## src/rtl/mem_access_unit.sv

```systemverilog
`default_nettype none
// ============================================================================
// mem_access_unit : CPU load/store to single-port synchronous memory bridge
// Rev 1.0 - initial release
// ============================================================================
module mem_access_unit (
  input  logic        clk,
  input  logic        reset,
  input  logic        req_valid,
  output logic        req_ready,
  input  logic        req_wr,
  input  logic [31:0] req_addr,
  input  logic [31:0] req_wdata,
  input  logic [1:0]  req_size,
  input  logic        req_signed,
  output logic        rsp_valid,
  output logic [31:0] rsp_rdata,
  output logic        rsp_err,
  output logic [31:0] MEM_addr,
  output logic        MEM_rden,
  output logic [31:0] MEM_Wdata,
  output logic [3:0]  MEM_Wmask,
  input  logic [31:0] MEM_rdata
);

  localparam logic [2:0] S_IDLE    = 3'd0;
  localparam logic [2:0] S_WRITE   = 3'd1;
  localparam logic [2:0] S_READ    = 3'd2;
  localparam logic [2:0] S_CAPTURE = 3'd3;
  localparam logic [2:0] S_RESP    = 3'd4;

  localparam logic [1:0] SZ_BYTE = 2'b00;
  localparam logic [1:0] SZ_HALF = 2'b01;
  localparam logic [1:0] SZ_WORD = 2'b10;

  logic [2:0]  r_state;
  logic [2:0]  w_next;
  logic [31:0] r_addr;
  logic [31:0] r_wdata;
  logic [1:0]  r_size;
  logic        r_signed;
  logic [31:0] r_rdata;
  logic        r_err;

  logic        w_accept;
  logic        w_req_err;
  logic [3:0]  w_mask;
  logic [31:0] w_wdata_rep;
  logic [7:0]  w_byte;
  logic [15:0] w_half;
  logic [31:0] w_load;

  assign w_accept = req_valid && (r_state == S_IDLE);

  // Misalignment and the reserved size code are both rejected before any memory strobe.
  always_comb begin
    w_req_err = 1'b0;
    case (req_size)
      SZ_BYTE: w_req_err = 1'b0;
      SZ_HALF: w_req_err = req_addr[0];
      SZ_WORD: w_req_err = (req_addr[1:0] != 2'b00);
      default: w_req_err = 1'b1;
    endcase
  end

  always_ff @(posedge clk or posedge reset) begin
    if (reset) begin
      r_state <= S_IDLE;
    end else begin
      r_state <= w_next;
    end
  end

  always_comb begin
    w_next = r_state;
    case (r_state)
      S_IDLE: begin
        if (w_accept) begin
          if (w_req_err)   w_next = S_RESP;
          else if (req_wr) w_next = S_WRITE;
          else             w_next = S_READ;
        end
      end
      S_WRITE:   w_next = S_RESP;
      S_READ:    w_next = S_CAPTURE;
      S_CAPTURE: w_next = S_RESP;
      S_RESP:    w_next = S_IDLE;
      default:   w_next = S_IDLE;
    endcase
  end

  always_comb begin
    req_ready = (r_state == S_IDLE);
    rsp_valid = (r_state == S_RESP);
    MEM_rden  = (r_state == S_READ);
    MEM_Wmask = (r_state == S_WRITE) ? w_mask : 4'b0000;
    MEM_Wdata = (r_state == S_WRITE) ? w_wdata_rep : 32'h0;
    MEM_addr  = r_addr;
    rsp_rdata = r_rdata;
    rsp_err   = r_err;
  end

  always_ff @(posedge clk or posedge reset) begin
    if (reset) begin
      r_addr   <= 32'h0;
      r_wdata  <= 32'h0;
      r_size   <= 2'b00;
      r_signed <= 1'b0;
    end else if (w_accept) begin
      r_addr   <= req_addr;
      r_wdata  <= req_wdata;
      r_size   <= req_size;
      r_signed <= req_signed;
    end
  end

  always_comb begin
    w_mask      = 4'b1111;
    w_wdata_rep = r_wdata;
    case (r_size)
      SZ_BYTE: begin
        w_mask      = 4'b0001 << r_addr[1:0];
        w_wdata_rep = {4{r_wdata[7:0]}};
      end
      SZ_HALF: begin
        w_mask      = r_addr[1] ? 4'b1100 : 4'b0011;
        w_wdata_rep = {2{r_wdata[15:0]}};
      end
      default: begin
        w_mask      = 4'b1111;
        w_wdata_rep = r_wdata;
      end
    endcase
  end

  always_comb begin
    w_byte = MEM_rdata[7:0];
    case (r_addr[1:0])
      2'd0:    w_byte = MEM_rdata[7:0];
      2'd1:    w_byte = MEM_rdata[15:8];
      2'd2:    w_byte = MEM_rdata[23:16];
      default: w_byte = MEM_rdata[31:24];
    endcase
    w_half = r_addr[1] ? MEM_rdata[31:16] : MEM_rdata[15:0];
    case (r_size)
      SZ_BYTE: w_load = {{24{r_signed & w_byte[7]}}, w_byte};
      SZ_HALF: w_load = {{16{r_signed & w_half[15]}}, w_half};
      default: w_load = MEM_rdata;
    endcase
  end

  // Response registers load on the edge entering RESP and hold until the next one.
  always_ff @(posedge clk or posedge reset) begin
    if (reset) begin
      r_rdata <= 32'h0;
      r_err   <= 1'b0;
    end else if (w_accept && w_req_err) begin
      r_rdata <= 32'h0;
      r_err   <= 1'b1;
    end else if (r_state == S_WRITE) begin
      r_rdata <= 32'h0;
      r_err   <= 1'b0;
    end else if (r_state == S_CAPTURE) begin
      r_rdata <= w_load;
      r_err   <= 1'b0;
    end
  end

endmodule
`default_nettype wire

```

## config.mk

```make
export PLATFORM = sky130hd
export DESIGN_NAME = mem_access_unit
export DESIGN_NICKNAME = d
export VERILOG_FILES = /design/src/rtl/mem_access_unit.sv
export SDC_FILE = /design/constraint.sdc
export NUM_CORES = 1
export LEC_CHECK = 0
export ABC_AREA = 0
export BUFFER_PORTS_ARGS = -buffer_cell sky130_fd_sc_hd__buf_2
export CAP_MARGIN = 20
export CELL_PAD_IN_SITES_DETAIL_PLACEMENT = 2
export CELL_PAD_IN_SITES_GLOBAL_PLACEMENT = 2
export CORE_UTILIZATION = 27
export DETAILED_ROUTE_END_ITERATION = 8
export PLACE_DENSITY_LB_ADDON = 0.1
export SYNTH_ARGS = -nofsm -noshare
export SYNTH_HDL_FRONTEND = slang
export SYNTH_SLANG_ARGS = --single-unit
```

## constraint.sdc

```tcl
create_clock -name clk -period 3.2 [get_ports clk]
set_input_delay 0.64 -clock clk [delete_from_list [all_inputs] [get_ports clk]]
set_output_delay 0.64 -clock clk [all_outputs]
set_load 0.1 [all_outputs]
```

==> impl_metrics.csv <==
group,metric,value,unit
status,outcome,"finished clean",
synthesis,ys_warn_count,0,
clock_tree,cts_setup_buffers,0,
critical_path,critPathRequiredTime,2.56,ns
clock_tree,cts.clk_slew.worst_paths,0.07,ns
placed_design,hpwl,13.0,mm
placed_design,numPortBuffers,206,
synthesis,yosysSeqAreaShare,52.2,%
placed_design,placedCellCount,830,
clock_tree,cts_tree,"yes",
floorplanning,die-area,18800,µm²
critical_path,crit_fanout,18,
routing,post_drt_wl_per_cell,20.5,µm
routing,drt_wl_total,17.4,mm
grt,track_usage,19.0,%
routing,drc,0,
layout,finalInstanceArea,6940,µm²
synthesis,synth.distinct_cells,41,
timing,finalSetupTns,0,ns
critical_path,critPathKind,"flop to output pin",
layout,fill_cells,1943,
timing,max_freq,364,MHz
critical_path,r2r_cells,3,
clock_tree,htree_levels,3,
floorplanning,fp.dieH,137,µm
synthesis,postSynthAreaPerCell,11.9,µm²
placed_design,place_congestion,0.757,
synthesis,netlist_area,4940,µm²
clock_tree,clockBufferDepth,2,
min_path,hp-class,"primary input to asynchronous set/reset pin",
grt,overflow,0,
timing,finClkSkew,0.00774,ns
layout,drive_above_1_share,53.9,%
critical_path,arrival,2.11,ns
grt,grt_pass1_wl,26.5,mm
timing,worst_pin_slew,0.928,ns
layout,layout_commonest_cell,"buf_2",
timing,post-route-min-period,2.75,ns
timing,setup_viol,0,
timing,rsz0062_at_grt,"no",
grt,antenna_found_initial,1,
clock_tree,cts-hold-fix-buffers,0,
routing,vias,4210,
layout,seq_area,2580,µm²
routing,ant_nets,0,
layout,final_cell_mix,"buf_2 (178), dfrtp_1 (102), mux2_2 (72)",
timing,report.final.slew_viol_count,0,
layout,multi_input_area,2210,µm²
floorplanning,design.core.area,18000,µm²
floorplanning,dieWidth,137,µm
grt,grt_max_degree,77,
floorplanning,pin_count,207,
routing,drt_iter0_drc,187,
layout,fin_cells,846,
critical_path,worst_setup_path_end_kind,"output pin",
routing,viasPerCell,4.98,
clock_tree,ctsResizeCount,0,
floorplanning,rows,49,
layout,syn2layout_area_growth,40.5,%
clock_tree,clock_tree.root_cell,"clkbuf_16",
timing,hold_ws,0.370,ns
placed_design,postPlaceCellArea,6650,µm²
floorplanning,start_util,27.5,%
timing,hold_violations,0,
grt,grt_pass1_vias,4611,
critical_path,cp-start-kind,"flop",
synthesis,syn-num-nets,519,
layout,num-nets-final,715,
synthesis,synth_cells,416,
flow_run,max-cap-violations,0,
routing,drtPass1Iterations,4,
clock_tree,cts.sinks,103,
timing,finalCritPeriodShare,86.0,%
clock_tree,cts_buffers,9,
synthesis,ys_seq_elements,103,
timing,relSlewSlack,37.7,%
clock_tree,clock_latency,0.36,ns
[stage by stage]
stage / worst slack [ns] / utilization (%)
finish: 0.449 / 38.7
floorplan: -0.175 / -
CTS: 0.397 / 38.6
detailed placement: 0.644 / 37.0
global route: 0.234 / 38.6
global placement: 0.683 / 37.0
[cells by family (layout without fill, tap and decap cells)]
| family | after synthesis | in the layout | synth area share, % |
|---|---|---|---|
| flip-flops | 103 | 103 | 52.2 |
| other | 0 | 1 | 0 |
| AO/OA/AOI/OAI | 74 | 74 | 12.2 |
| multiplexers | 92 | 92 | 21.0 |
| AND/OR/NAND/NOR | 108 | 108 | 11.0 |
| buffers and inverters | 39 | 239 | 3.65 |
[cell usage after synthesis, drive strengths merged]
cell | count | area share [%]
dfrtp | 103 | 52
mux2 | 72 | 16
nor2 | 31 | 2.4
nand2 | 27 | 2.1
a221o | 24 | 5.2
a21oi | 23 | 2.4
buf | 20 | 2.2
mux2i | 18 | 3.6
nand3 | 15 | 1.5
clkbuf | 12 | 0.91
and3 | 8 | 1.0
a222oi | 7 | 1.4
inv | 7 | 0.53
nand3b | 7 | 1.1
o2bb2ai | 7 | 1.2
nand2b | 5 | 0.63
nor2b | 4 | 0.51
o21ai | 4 | 0.40
and2 | 3 | 0.38
nor3 | 3 | 0.41
a22o | 2 | 0.35
mux4 | 2 | 0.99
o21a | 2 | 0.30
a211oi | 1 | 0.15
a221oi | 1 | 0.18
a31o | 1 | 0.18
and2b | 1 | 0.15
and3b | 1 | 0.18
nor3b | 1 | 0.15
nor4 | 1 | 0.43
o21bai | 1 | 0.15
o22ai | 1 | 0.13
or2 | 1 | 0.13
[metal layers]
layer	share of wire, %	GRT usage [%]	vias up
met1	42	23.3	2149
met3	6.1	5.15	15
met5	0	0	-
met4	1.4	6.17	0
li1	-	-	1916
met2	50	32.1	130
[registers in the layout, indices dropped and copies added, names as in the netlist]
register	flops
rsp_rdata	32
rsp_err	1
r_signed	1
r_size	2
MEM_addr	32
r_state	3
r_wdata	32
[cell type report]
type	instances	share of cell area (%)
clock inverters	3	0.631
flip-flops and latches	103	37.1
inverters	7	0.432
well taps	229	4.13
repair buffers	217	22.3
clock buffers	12	3.55
diodes	1	0.0360
multi-input cells	274	31.8
[critical path, stage by stage (launching register included)]
cell,delay (ns)
dfrtp_1,0.48
nor2_1,0.43
nand2_1,0.14
buf_4,0.22
a21oi_1,0.26
buf_12,0.22
[path summary, 6_finish.rpt]
kind	start	to	slack (ns)
setup / recovery	r_state[1]$_DFFE_PP0P_	MEM_Wdata[12]	0.45
hold / removal	reset	MEM_addr[14]$_DFFE_PP0P_	0.37
setup reg to reg	MEM_addr[1]$_DFFE_PP0P_	rsp_rdata[28]$_DFFE_PP0P_	0.66
hold reg to reg	rsp_rdata[5]$_DFFE_PP0P_	rsp_rdata[5]$_DFFE_PP0P_	0.49
max in group asynchronous	reset	r_size[1]$_DFFE_PP0P_	2.00
min in group clk	rsp_rdata[5]$_DFFE_PP0P_	rsp_rdata[5]$_DFFE_PP0P_	0.49
Power is left out: the tool's default activity adds up to more than one toggle a clock period on the data nets, which glitch-free logic cannot reach.
